===== src/rtl/alarm_pkg.sv =====
`default_nettype none
// ============================================================================
// Module      : alarm_pkg
// Description : Shared state encoding and constants for the alarm arming
//               sequencer.
// Revision    : 1.0 - initial release
// ============================================================================
package alarm_pkg;

    // Main alarm state encoding, also presented on the state output pins.
    typedef enum logic [2:0] {
        ST_DISARMED    = 3'd0,
        ST_EXIT_DELAY  = 3'd1,
        ST_ARMED       = 3'd2,
        ST_ENTRY_DELAY = 3'd3,
        ST_ALARM       = 3'd4
    } alarm_state_e;

    // Width of one keypad digit.
    localparam int unsigned DIGIT_W = 4;

endpackage : alarm_pkg
`default_nettype wire


===== src/rtl/alarm_arm_controller_pin_checker.sv =====
`default_nettype none
// ============================================================================
// Module      : alarm_arm_controller_pin_checker
// Description : Collects keypad digits, compares a complete entry against the
//               fixed PIN, counts consecutive bad entries and times the
//               keypad lockout.
// Revision    : 1.0 - initial release
// ============================================================================
module alarm_arm_controller_pin_checker
    import alarm_pkg::*;
#(
    parameter int unsigned                 PIN_LEN   = 4,
    parameter logic [DIGIT_W*PIN_LEN-1:0]  PIN       = 16'h1234,
    parameter int unsigned                 MAX_TRIES = 3,
    parameter int unsigned                 LOCK_CYC  = 64,
    parameter int unsigned                 CNT_W     = 8
) (
    input  logic                clk,
    input  logic                rst_n,
    input  logic                i_key_valid,
    input  logic [DIGIT_W-1:0]  i_key_digit,
    input  logic                i_key_clear,
    output logic                o_pin_ok,
    output logic                o_pin_bad,
    output logic                o_locked,
    output logic [1:0]          o_tries
);

    localparam int unsigned C_BUF_W = DIGIT_W * PIN_LEN;
    localparam int unsigned C_CNT_W = $clog2(PIN_LEN + 1);

    logic [C_BUF_W-1:0]  r_buf;
    logic [C_CNT_W-1:0]  r_cnt;
    logic                r_ok;
    logic                r_bad;
    logic                r_locked;
    logic [CNT_W-1:0]    r_lock_cnt;
    logic [1:0]          r_tries;
    logic [C_BUF_W-1:0]  w_shifted;
    logic                w_last_digit;

    // Entry as it would look with the current key appended (first digit ends
    // up in the most significant nibble).
    assign w_shifted    = {r_buf[C_BUF_W-DIGIT_W-1:0], i_key_digit};
    assign w_last_digit = (r_cnt == C_CNT_W'(PIN_LEN - 1));

    // Digit buffer and compare; the verdict pulse follows the final digit and
    // the buffer empties on the same edge. Keys are ignored while locked.
    always_ff @(posedge clk or negedge rst_n) begin
        if (!rst_n) begin
            r_buf <= '0;
            r_cnt <= '0;
            r_ok  <= 1'b0;
            r_bad <= 1'b0;
        end else begin
            r_ok  <= 1'b0;
            r_bad <= 1'b0;
            if (!r_locked) begin
                if (i_key_clear) begin
                    r_buf <= '0;
                    r_cnt <= '0;
                end else if (i_key_valid) begin
                    if (w_last_digit) begin
                        r_buf <= '0;
                        r_cnt <= '0;
                        r_ok  <= (w_shifted == PIN);
                        r_bad <= (w_shifted != PIN);
                    end else begin
                        r_buf <= w_shifted;
                        r_cnt <= r_cnt + 1'b1;
                    end
                end
            end
        end
    end

    // Bad-entry counter and lockout timer; the final allowed miss resets the
    // count and holds the keypad off for LOCK_CYC cycles.
    always_ff @(posedge clk or negedge rst_n) begin
        if (!rst_n) begin
            r_tries    <= 2'd0;
            r_locked   <= 1'b0;
            r_lock_cnt <= '0;
        end else begin
            if (r_locked) begin
                if (r_lock_cnt == '0) begin
                    r_locked <= 1'b0;
                end else begin
                    r_lock_cnt <= r_lock_cnt - 1'b1;
                end
            end
            if (r_ok) begin
                r_tries <= 2'd0;
            end else if (r_bad) begin
                if (r_tries == 2'(MAX_TRIES - 1)) begin
                    r_tries    <= 2'd0;
                    r_locked   <= 1'b1;
                    r_lock_cnt <= CNT_W'(LOCK_CYC - 1);
                end else begin
                    r_tries <= r_tries + 2'd1;
                end
            end
        end
    end

    assign o_pin_ok  = r_ok;
    assign o_pin_bad = r_bad;
    assign o_locked  = r_locked;
    assign o_tries   = r_tries;

endmodule : alarm_arm_controller_pin_checker
`default_nettype wire


===== src/rtl/alarm_arm_controller.sv =====
`default_nettype none
// ============================================================================
// Module      : alarm_arm_controller
// Description : Keypad-driven arming sequencer. Holds the main alarm state
//               machine and the phase timer for exit delay, entry delay and
//               siren phases; PIN handling lives in the pin checker.
// Revision    : 1.0 - initial release
// ============================================================================
module alarm_arm_controller
    import alarm_pkg::*;
#(
    parameter int unsigned                 PIN_LEN   = 4,
    parameter logic [DIGIT_W*PIN_LEN-1:0]  PIN       = 16'h1234,
    parameter int unsigned                 EXIT_DLY  = 16,
    parameter int unsigned                 ENTRY_DLY = 8,
    parameter int unsigned                 SIREN_CYC = 32,
    parameter int unsigned                 MAX_TRIES = 3,
    parameter int unsigned                 LOCK_CYC  = 64,
    parameter int unsigned                 CNT_W     = 8
) (
    input  logic                clk,
    input  logic                rst_n,
    input  logic                i_key_valid,
    input  logic [DIGIT_W-1:0]  i_key_digit,
    input  logic                i_key_clear,
    input  logic                i_sensor,
    output logic [2:0]          o_state,
    output logic                o_armed,
    output logic                o_siren,
    output logic                o_warn,
    output logic                o_pin_ok,
    output logic                o_pin_bad,
    output logic                o_locked,
    output logic [1:0]          o_tries
);

    alarm_state_e       r_state;
    alarm_state_e       w_state_next;
    logic [CNT_W-1:0]   r_timer;
    logic [CNT_W-1:0]   w_timer_next;
    logic               w_pin_ok;
    logic               w_tmr_zero;

    alarm_arm_controller_pin_checker #(
        .PIN_LEN   (PIN_LEN),
        .PIN       (PIN),
        .MAX_TRIES (MAX_TRIES),
        .LOCK_CYC  (LOCK_CYC),
        .CNT_W     (CNT_W)
    ) u_pin_checker (
        .clk         (clk),
        .rst_n       (rst_n),
        .i_key_valid (i_key_valid),
        .i_key_digit (i_key_digit),
        .i_key_clear (i_key_clear),
        .o_pin_ok    (w_pin_ok),
        .o_pin_bad   (o_pin_bad),
        .o_locked    (o_locked),
        .o_tries     (o_tries)
    );

    assign w_tmr_zero = (r_timer == '0);

    // State and phase-timer registers.
    always_ff @(posedge clk or negedge rst_n) begin
        if (!rst_n) begin
            r_state <= ST_DISARMED;
            r_timer <= '0;
        end else begin
            r_state <= w_state_next;
            r_timer <= w_timer_next;
        end
    end

    // Next-state decode (a correct PIN beats sensor and timer expiry) and
    // timer reload on entry to a timed phase so it lasts exactly N cycles.
    always_comb begin
        w_state_next = r_state;
        w_timer_next = w_tmr_zero ? '0 : (r_timer - 1'b1);
        case (r_state)
            ST_DISARMED: begin
                if (w_pin_ok) w_state_next = ST_EXIT_DELAY;
            end
            ST_EXIT_DELAY: begin
                if (w_pin_ok)        w_state_next = ST_DISARMED;
                else if (w_tmr_zero) w_state_next = ST_ARMED;
            end
            ST_ARMED: begin
                if (w_pin_ok)      w_state_next = ST_DISARMED;
                else if (i_sensor) w_state_next = ST_ENTRY_DELAY;
            end
            ST_ENTRY_DELAY: begin
                if (w_pin_ok)        w_state_next = ST_DISARMED;
                else if (w_tmr_zero) w_state_next = ST_ALARM;
            end
            ST_ALARM: begin
                if (w_pin_ok)        w_state_next = ST_DISARMED;
                else if (w_tmr_zero) w_state_next = ST_ARMED;
            end
            default: begin
                w_state_next = ST_DISARMED;
            end
        endcase
        if (w_state_next != r_state) begin
            case (w_state_next)
                ST_EXIT_DELAY:  w_timer_next = CNT_W'(EXIT_DLY - 1);
                ST_ENTRY_DELAY: w_timer_next = CNT_W'(ENTRY_DLY - 1);
                ST_ALARM:       w_timer_next = CNT_W'(SIREN_CYC - 1);
                default:        w_timer_next = '0;
            endcase
        end
    end

    assign o_state  = r_state;
    assign o_armed  = (r_state == ST_ARMED) || (r_state == ST_ENTRY_DELAY) ||
                      (r_state == ST_ALARM);
    assign o_siren  = (r_state == ST_ALARM);
    assign o_warn   = (r_state == ST_EXIT_DELAY) || (r_state == ST_ENTRY_DELAY);
    assign o_pin_ok = w_pin_ok;

endmodule : alarm_arm_controller
`default_nettype wire

===== config.mk =====
export PLATFORM = sky130hd
export DESIGN_NAME = alarm_arm_controller
export DESIGN_NICKNAME = d
export VERILOG_FILES = /design/src/rtl/alarm_pkg.sv /design/src/rtl/alarm_arm_controller_pin_checker.sv /design/src/rtl/alarm_arm_controller.sv
export SDC_FILE = /design/constraint.sdc
export NUM_CORES = 1
export LEC_CHECK = 0
export BUFFER_PORTS_ARGS = -buffer_cell sky130_fd_sc_hd__buf_4
export CORE_ASPECT_RATIO = 0.7
export CORE_UTILIZATION = 30
export DETAILED_ROUTE_END_ITERATION = 10
export PLACE_DENSITY_LB_ADDON = 0.1
export REMOVE_ABC_BUFFERS = 1
export SLEW_MARGIN = 20
export SYNTH_ARGS = -nofsm -noshare
export SYNTH_HDL_FRONTEND = slang
export SYNTH_SLANG_ARGS = --single-unit

===== constraint.sdc =====
create_clock -name clk -period 2.37 [get_ports clk]
set_clock_uncertainty 0.05 [all_clocks]
set_input_delay 0.237 -clock clk [delete_from_list [all_inputs] [get_ports clk]]
set_output_delay 0.237 -clock clk [all_outputs]
set_load 0.02 [all_outputs]

# == Yosys cells after proc, flatten, opt, wreduce, memory -nomap -nowiden ==
# Cells that the tools add are included.
# word_totals
ff_bits,39
in_bits,9
output_inout_bits,11
word_cells,74
# op_classes
addsub,4
eq_ne,12
n_mux,38
n_bitwise,1
n_reduce_logical,10
# ops
cell,count
2-to-1 mux 8 bit,7
2-to-1 mux 12 bit,3
2-to-1 mux 3 bit,10
equality test 16 x 13 -> 1 bit (second input constant),1
logical NOT 8 bit,2
!= test 16 x 13 -> 1 bit (second input constant),1
subtractor 8 x 1 -> 8 bit (second input constant),2
case mux 5 bit (3 select lines),1
2-to-1 mux 1 bit,13
equality test 3 x 2 -> 1 bit (second input constant),4
case mux 3 bit (4 select lines),1
equality test 3 x 1 -> 1 bit (second input constant),2
equality test 3 bit (second input constant),2
2-to-1 mux 2 bit,3
nonzero test 2 bit,2
adder 3 x 1 -> 3 bit (second input constant),1
logical NOT 3 bit,1
logical OR 1 bit,3
!= test 3 bit,1
adder 2 x 1 -> 2 bit (second input constant),1
equality test 2 bit (second input constant),1
AND reduction 2 bit,1
OR reduction 2 bit,1
NOT 1 bit,1

# == Logic depth before layout (Yosys ltp) ==
# depth
ltp_word,7
ltp_mapped,6
mapped_depth_nobuf,6

# == Cells and area by module ==
# From an unflattened synthesis, not the netlist that was laid out.
# unflattened
cells_unflattened,185
area_unflattened_um2,1969.4
# by_module_without_submodules
mod,instances,cells_each,area_per_inst_um2,seq_area_each_um2
alarm_arm_controller_pin_checker,1,116,1307.5,700.7
alarm_arm_controller,1,69,661.9,275.3

# == Least setup slack after synthesis ==
# Ideal clock, no wire load.
# synth_timing
path_kind,flip-flop to flip-flop
from,reg r_timer[0]
to,reg r_timer[3]
setup_time_ps,130
t_arrival_ps,1759
required_ps,2190
slack_ps,431
path_stages_with_launch,7
n_path_buf,0
synth_period_minus_slack_ps,1939
cell_sequence,dfrtp_1 inv_1 ha_1 or3b_2 or2_4 a221oi_2 o22ai_1
# synth_via
elab_chain_len,7
elab_cells_between_ends,14
classes_between,add/sub (1); eq/ne (4); mux (8); reduce/logical (1)
# synth_lines
element,line,source
start: declaration,alarm_arm_controller.sv:39,logic [CNT_W-1:0] r_timer;
start signal: assignment,alarm_arm_controller.sv:71,r_timer <= w_timer_next;
logical NOT 8 bit *,alarm_arm_controller.sv:62,assign w_tmr_zero = (r_timer == '0);
"2-to-1 mux 3 bit, on equally long branches","alarm_arm_controller.sv:86, alarm_arm_controller.sv:98, alarm_arm_controller.sv:94",
"2-to-1 mux 3 bit, on equally long branches","alarm_arm_controller.sv:85, alarm_arm_controller.sv:93",
case mux 3 bit (4 select lines) *,alarm_arm_controller.sv:80,case (r_state)
named net w_state_next[1],alarm_arm_controller.sv:38,alarm_state_e w_state_next;
equality test 3 bit (tied with other cells),alarm_arm_controller.sv:105,case (w_state_next)
case mux 5 bit (3 select lines),alarm_arm_controller.sv:105,
2-to-1 mux 8 bit *,alarm_arm_controller.sv:104,if (w_state_next != r_state) begin
named net w_timer_next[3],alarm_arm_controller.sv:40,logic [CNT_W-1:0] w_timer_next;
# Mark *: on every way through the listed nets, which the timed path passes. The rest lies on a longest branch.
# A chain may end at the register's enable or synchronous reset.

# == Worst setup path in the final report ==
# Same ends and word-level chain as after synthesis.

==> impl_summary.md <==
Run status
The run finished, with violations left. The final reports fail on DRC.

Flow run
The number of maximum-capacitance violations is 0.

Clock network
In this run the clock root is driven by a sky130_fd_sc_hd__clkbuf_8. TritonCTS created 5 clock buffers. The clock tree synthesis step divided the H-tree into 2 levels. The clock insertion delay at the later pin of the skew report is about 0.29 ns. The number of sinks handled by clock tree synthesis is 39. Counting along the longest clock path gives a buffer depth of 2.

The clock transition at the registers of the reported paths is 0.07 ns. TritonCTS built the clock tree.

Setup path
The data required time of the critical path is 2.48 ns. The startpoint class of the critical path is a flop. The arrival time at the worst endpoint is 2.24 ns. For this run, the slowest stage of the critical path takes 0.52 ns. The maximum fanout count along the critical path is 7. Traced cell by cell, the critical path runs through inv_1 > ha_1 > or3b_2 > or2_4 > a221oi_2 > o22ai_1. The startpoint-to-endpoint class of the critical path is reg2reg. The launch point of the worst reg-to-reg path is r_timer[0]$_DFF_PN0_.

The slowest library cell on the worst path is sky130_fd_sc_hd__or3b_2. The critical path starts at r_timer[0]$_DFF_PN0_. STA classifies the critical path endpoint as a flop.

Placement
Detailed placement finished with a half-perimeter wire length of 2840 µm. Input and output buffers added on the ports amount to 19. Prior to clock tree synthesis, the placed netlist has a worst setup slack of about 0.26 ns. The final RePlAce weighted congestion is 0.760.

Floorplan
The total die area is 0.00674 mm². For this configuration, the core starts out at a cell density of 32.3%. The height of the die is about 69 µm. The floorplan row count is 23. Measured along the x axis, the die boundary spans between 90 and 100 µm. The count of boundary I/O pins is 20.

In this run the standard cell core region covers 0.00596 mm².

STA
The total count of hold-check failures in the final report is 0. The highest achievable clock rate is about 470 MHz. Setup violations remaining at the end of the flow were counted as 0. Setup repair after global routing left no endpoint under its margin. The fraction of the cycle the final worst path needs is 90.0%. The final setup TNS is 0 ns. The final-report max-slew violation count is 0.

The tightest slew margin relative to the limit is 67.3%. Setup slack on the critical path of the routed design comes to 0.237 ns. The clock period minus worst slack is 2.13 ns.

For the pin with the worst max-slew slack, the measured transition is 0.490 ns.

Synthesis
In the synthesized netlist the dominant register cell turns out to be sky130_fd_sc_hd__dfrtp_1. The post-synthesis cell area is 0.00192 mm². Averaged over all synthesized cells, the footprint is 10.6 µm². For this run, the register share of the synthesized area comes to 50.7%. The share of synthesized flip-flops with an asynchronous set or reset is 100%. The number of warnings printed during yosys synthesis is 0.

The distinct cell type count after synthesis is 47. The synthesized design contains 0 enable-type register cells. Counting flops and latches in the post-synthesis netlist gives 39.

The cell count after synthesis is around 180. The top cell type by area accounts for 50.7% of the synthesized area. The synthesized design spends more area on one cell type than any other, namely sky130_fd_sc_hd__dfrtp_1. Sorting the synthesized cells by area gives the leading types as sky130_fd_sc_hd__dfrtp_1 51%, sky130_fd_sc_hd__a22o_1 6.4%, sky130_fd_sc_hd__ha_1 2.6%, sky130_fd_sc_hd__nand2_1 2.1%, sky130_fd_sc_hd__nor2_1 2.1%.

Global routing
Entering global routing, the biggest net connects 40 pins. Global routing used 13.2% of the available tracks. The total congestion overflow is 0. The initial antenna violation count is 0.

The via count of the first global-routing pass was 1,466. The first global-routing pass estimated 6890 µm of wire.

Cells and area
The most common library cell in the layout ignoring fill and taps is sky130_fd_sc_hd__dfrtp_1. Counting the fill cells in the layout gives 588. The final layout net count is 221. The diode insertion count for antenna repair is 0. The layout overhead on the synthesized area is 17.6%.

The top cell types in the final layout, fill and taps aside, are 39 x sky130_fd_sc_hd__dfrtp_1, 23 x sky130_fd_sc_hd__buf_4, 14 x sky130_fd_sc_hd__a22o_1, 11 x sky130_fd_sc_hd__nand2_1, 11 x sky130_fd_sc_hd__nor2_1. The layout cell share with drive strength beyond 1 is 16.7%.

Routing
The first detailed-routing pass ran for 7 iterations. For this block, the initial DRC count from the detailed router was 73. After detailed routing, the average wire length per cell comes to 13.9 µm.

The detailed router placed 1,480 vias in this run. The remaining design rule violation count is 2. Using the TritonRoute via totals, the vias-per-cell ratio works out to around 5.2. The residual antenna-violating net count after detailed routing is 0. Summed over all layers, the routed wires come to slightly below 4000 µm.

Power
The highest ir drop seen on vdd is about 0.00022 V. The design draws 0.00143 W. The power per standard cell area is 634 mW/mm².

Summed over all cells, the static leakage comes to 1.04 nW.

Min path
The type of the tightest min-delay check is in2reg. The start point of the worst min-delay path is i_key_digit[2].
final cells by class:
class                      count  area [µm²]  share of cell area [%]
clock buffer                   7        76.3                    3.38
multi-input combinational    131         901                    39.8
clock inverter                 1        5.00                   0.221
timing repair buffer          24         183                    8.08
inverter                       7        26.3                    1.16
tap                           75        93.8                    4.15
sequential                    39         976                    43.2
flip-flops by register name (all words and copies together), names as in the netlist:
name                      flops
u_pin_checker.r_buf          12
u_pin_checker.o_tries         2
u_pin_checker.o_pin_ok        1
u_pin_checker.o_pin_bad       1
r_timer                       8
u_pin_checker.r_lock_cnt      8
u_pin_checker.r_cnt           3
u_pin_checker.o_locked        1
o_state                       3
per-stage QoR:
step	hold slack [ns]	area, µm²	utilization, %	instances
4_1_cts	0.131	2260	38.0	284
6_report	0.139	2260	38.0	284
5_1_grt	0.132	2260	38.0	284
2_1_floorplan	-0.109	1900	-	177
3_3_place_gp	0.195	2170	36.4	275
3_5_place_dp	0.197	2170	36.4	275
logic make-up (layout without fill, tap and decap cells):
family,Yosys count,in the layout,synth area share [%]
buffers and inverters,12,39,2.41
DFF,39,39,50.7
AOI/OAI and AO/OA,47,47,17.8
adders and majority gates,4,4,2.60
and+or+nand+nor,73,73,23.0
muxes,3,3,1.63
xor gates and xnor gates,4,4,1.82
cells in the mapped netlist, types with 4 or more instances:
cell / instances
sky130_fd_sc_hd__nor4_1: 4
sky130_fd_sc_hd__nor3_1: 7
sky130_fd_sc_hd__nand2_1: 11
sky130_fd_sc_hd__xnor2_1: 4
sky130_fd_sc_hd__nor4b_1: 4
sky130_fd_sc_hd__nor2_1: 11
sky130_fd_sc_hd__ha_1: 4
sky130_fd_sc_hd__clkbuf_1: 4
sky130_fd_sc_hd__a21oi_1: 8
sky130_fd_sc_hd__inv_1: 7
sky130_fd_sc_hd__dfrtp_1: 39
sky130_fd_sc_hd__a22o_1: 14
sky130_fd_sc_hd__nor2b_1: 5
sky130_fd_sc_hd__o21ai_0: 8
sky130_fd_sc_hd__nand2b_1: 5
worst paths after layout:
kind / end / slack (ns) / depth (start not counted)
max in group asynchronous: u_pin_checker.r_buf[10]$_DFFE_PN0P_ / 1.51 / 2
setup reg to reg: r_timer[3]$_DFF_PN0_ / 0.24 / 6
hold / removal: u_pin_checker.r_buf[2]$_DFFE_PN0P_ / 0.14 / 2
setup / recovery: r_timer[3]$_DFF_PN0_ / 0.24 / 6
min in group asynchronous: u_pin_checker.r_lock_cnt[4]$_DFF_PN0_ / 0.41 / 2
hold reg to reg: u_pin_checker.r_buf[8]$_DFFE_PN0P_ / 0.45 / 1
layer usage:
metal / GRT usage [%] / share of wire (%) / up-vias
li1: - / - / 729
met1: 17.5 / 52 / 706
met2: 21.0 / 42 / 39
met3: 3.33 / 4.3 / 6
met4: 5.68 / 1.5 / 0
met5: 0 / 0 / -
worst max-delay path, delay by kind of cell (launching register included):
family                     cells  cell delay (ns)
AOI/OAI and AO/OA              2             0.40
adders and majority gates      1             0.27
buffers and inverters          1             0.07
DFF                            1             0.42
and+or+nand+nor                2             0.79
power breakdown:
group | switching (W) | internal (W)
logic | 0.000131 | 0.000109
clock network | 0.000220 | 0.000207
registers | 0.0000516 | 0.000715
repair_timing:
item | CTS | global route
hold endpoints to repair | 39 | 0
gates resized for setup | 0 | 0
hold buffers | 1 | 0
buffers inserted | 0 | 0
Power figures use the tool's default switching activity.
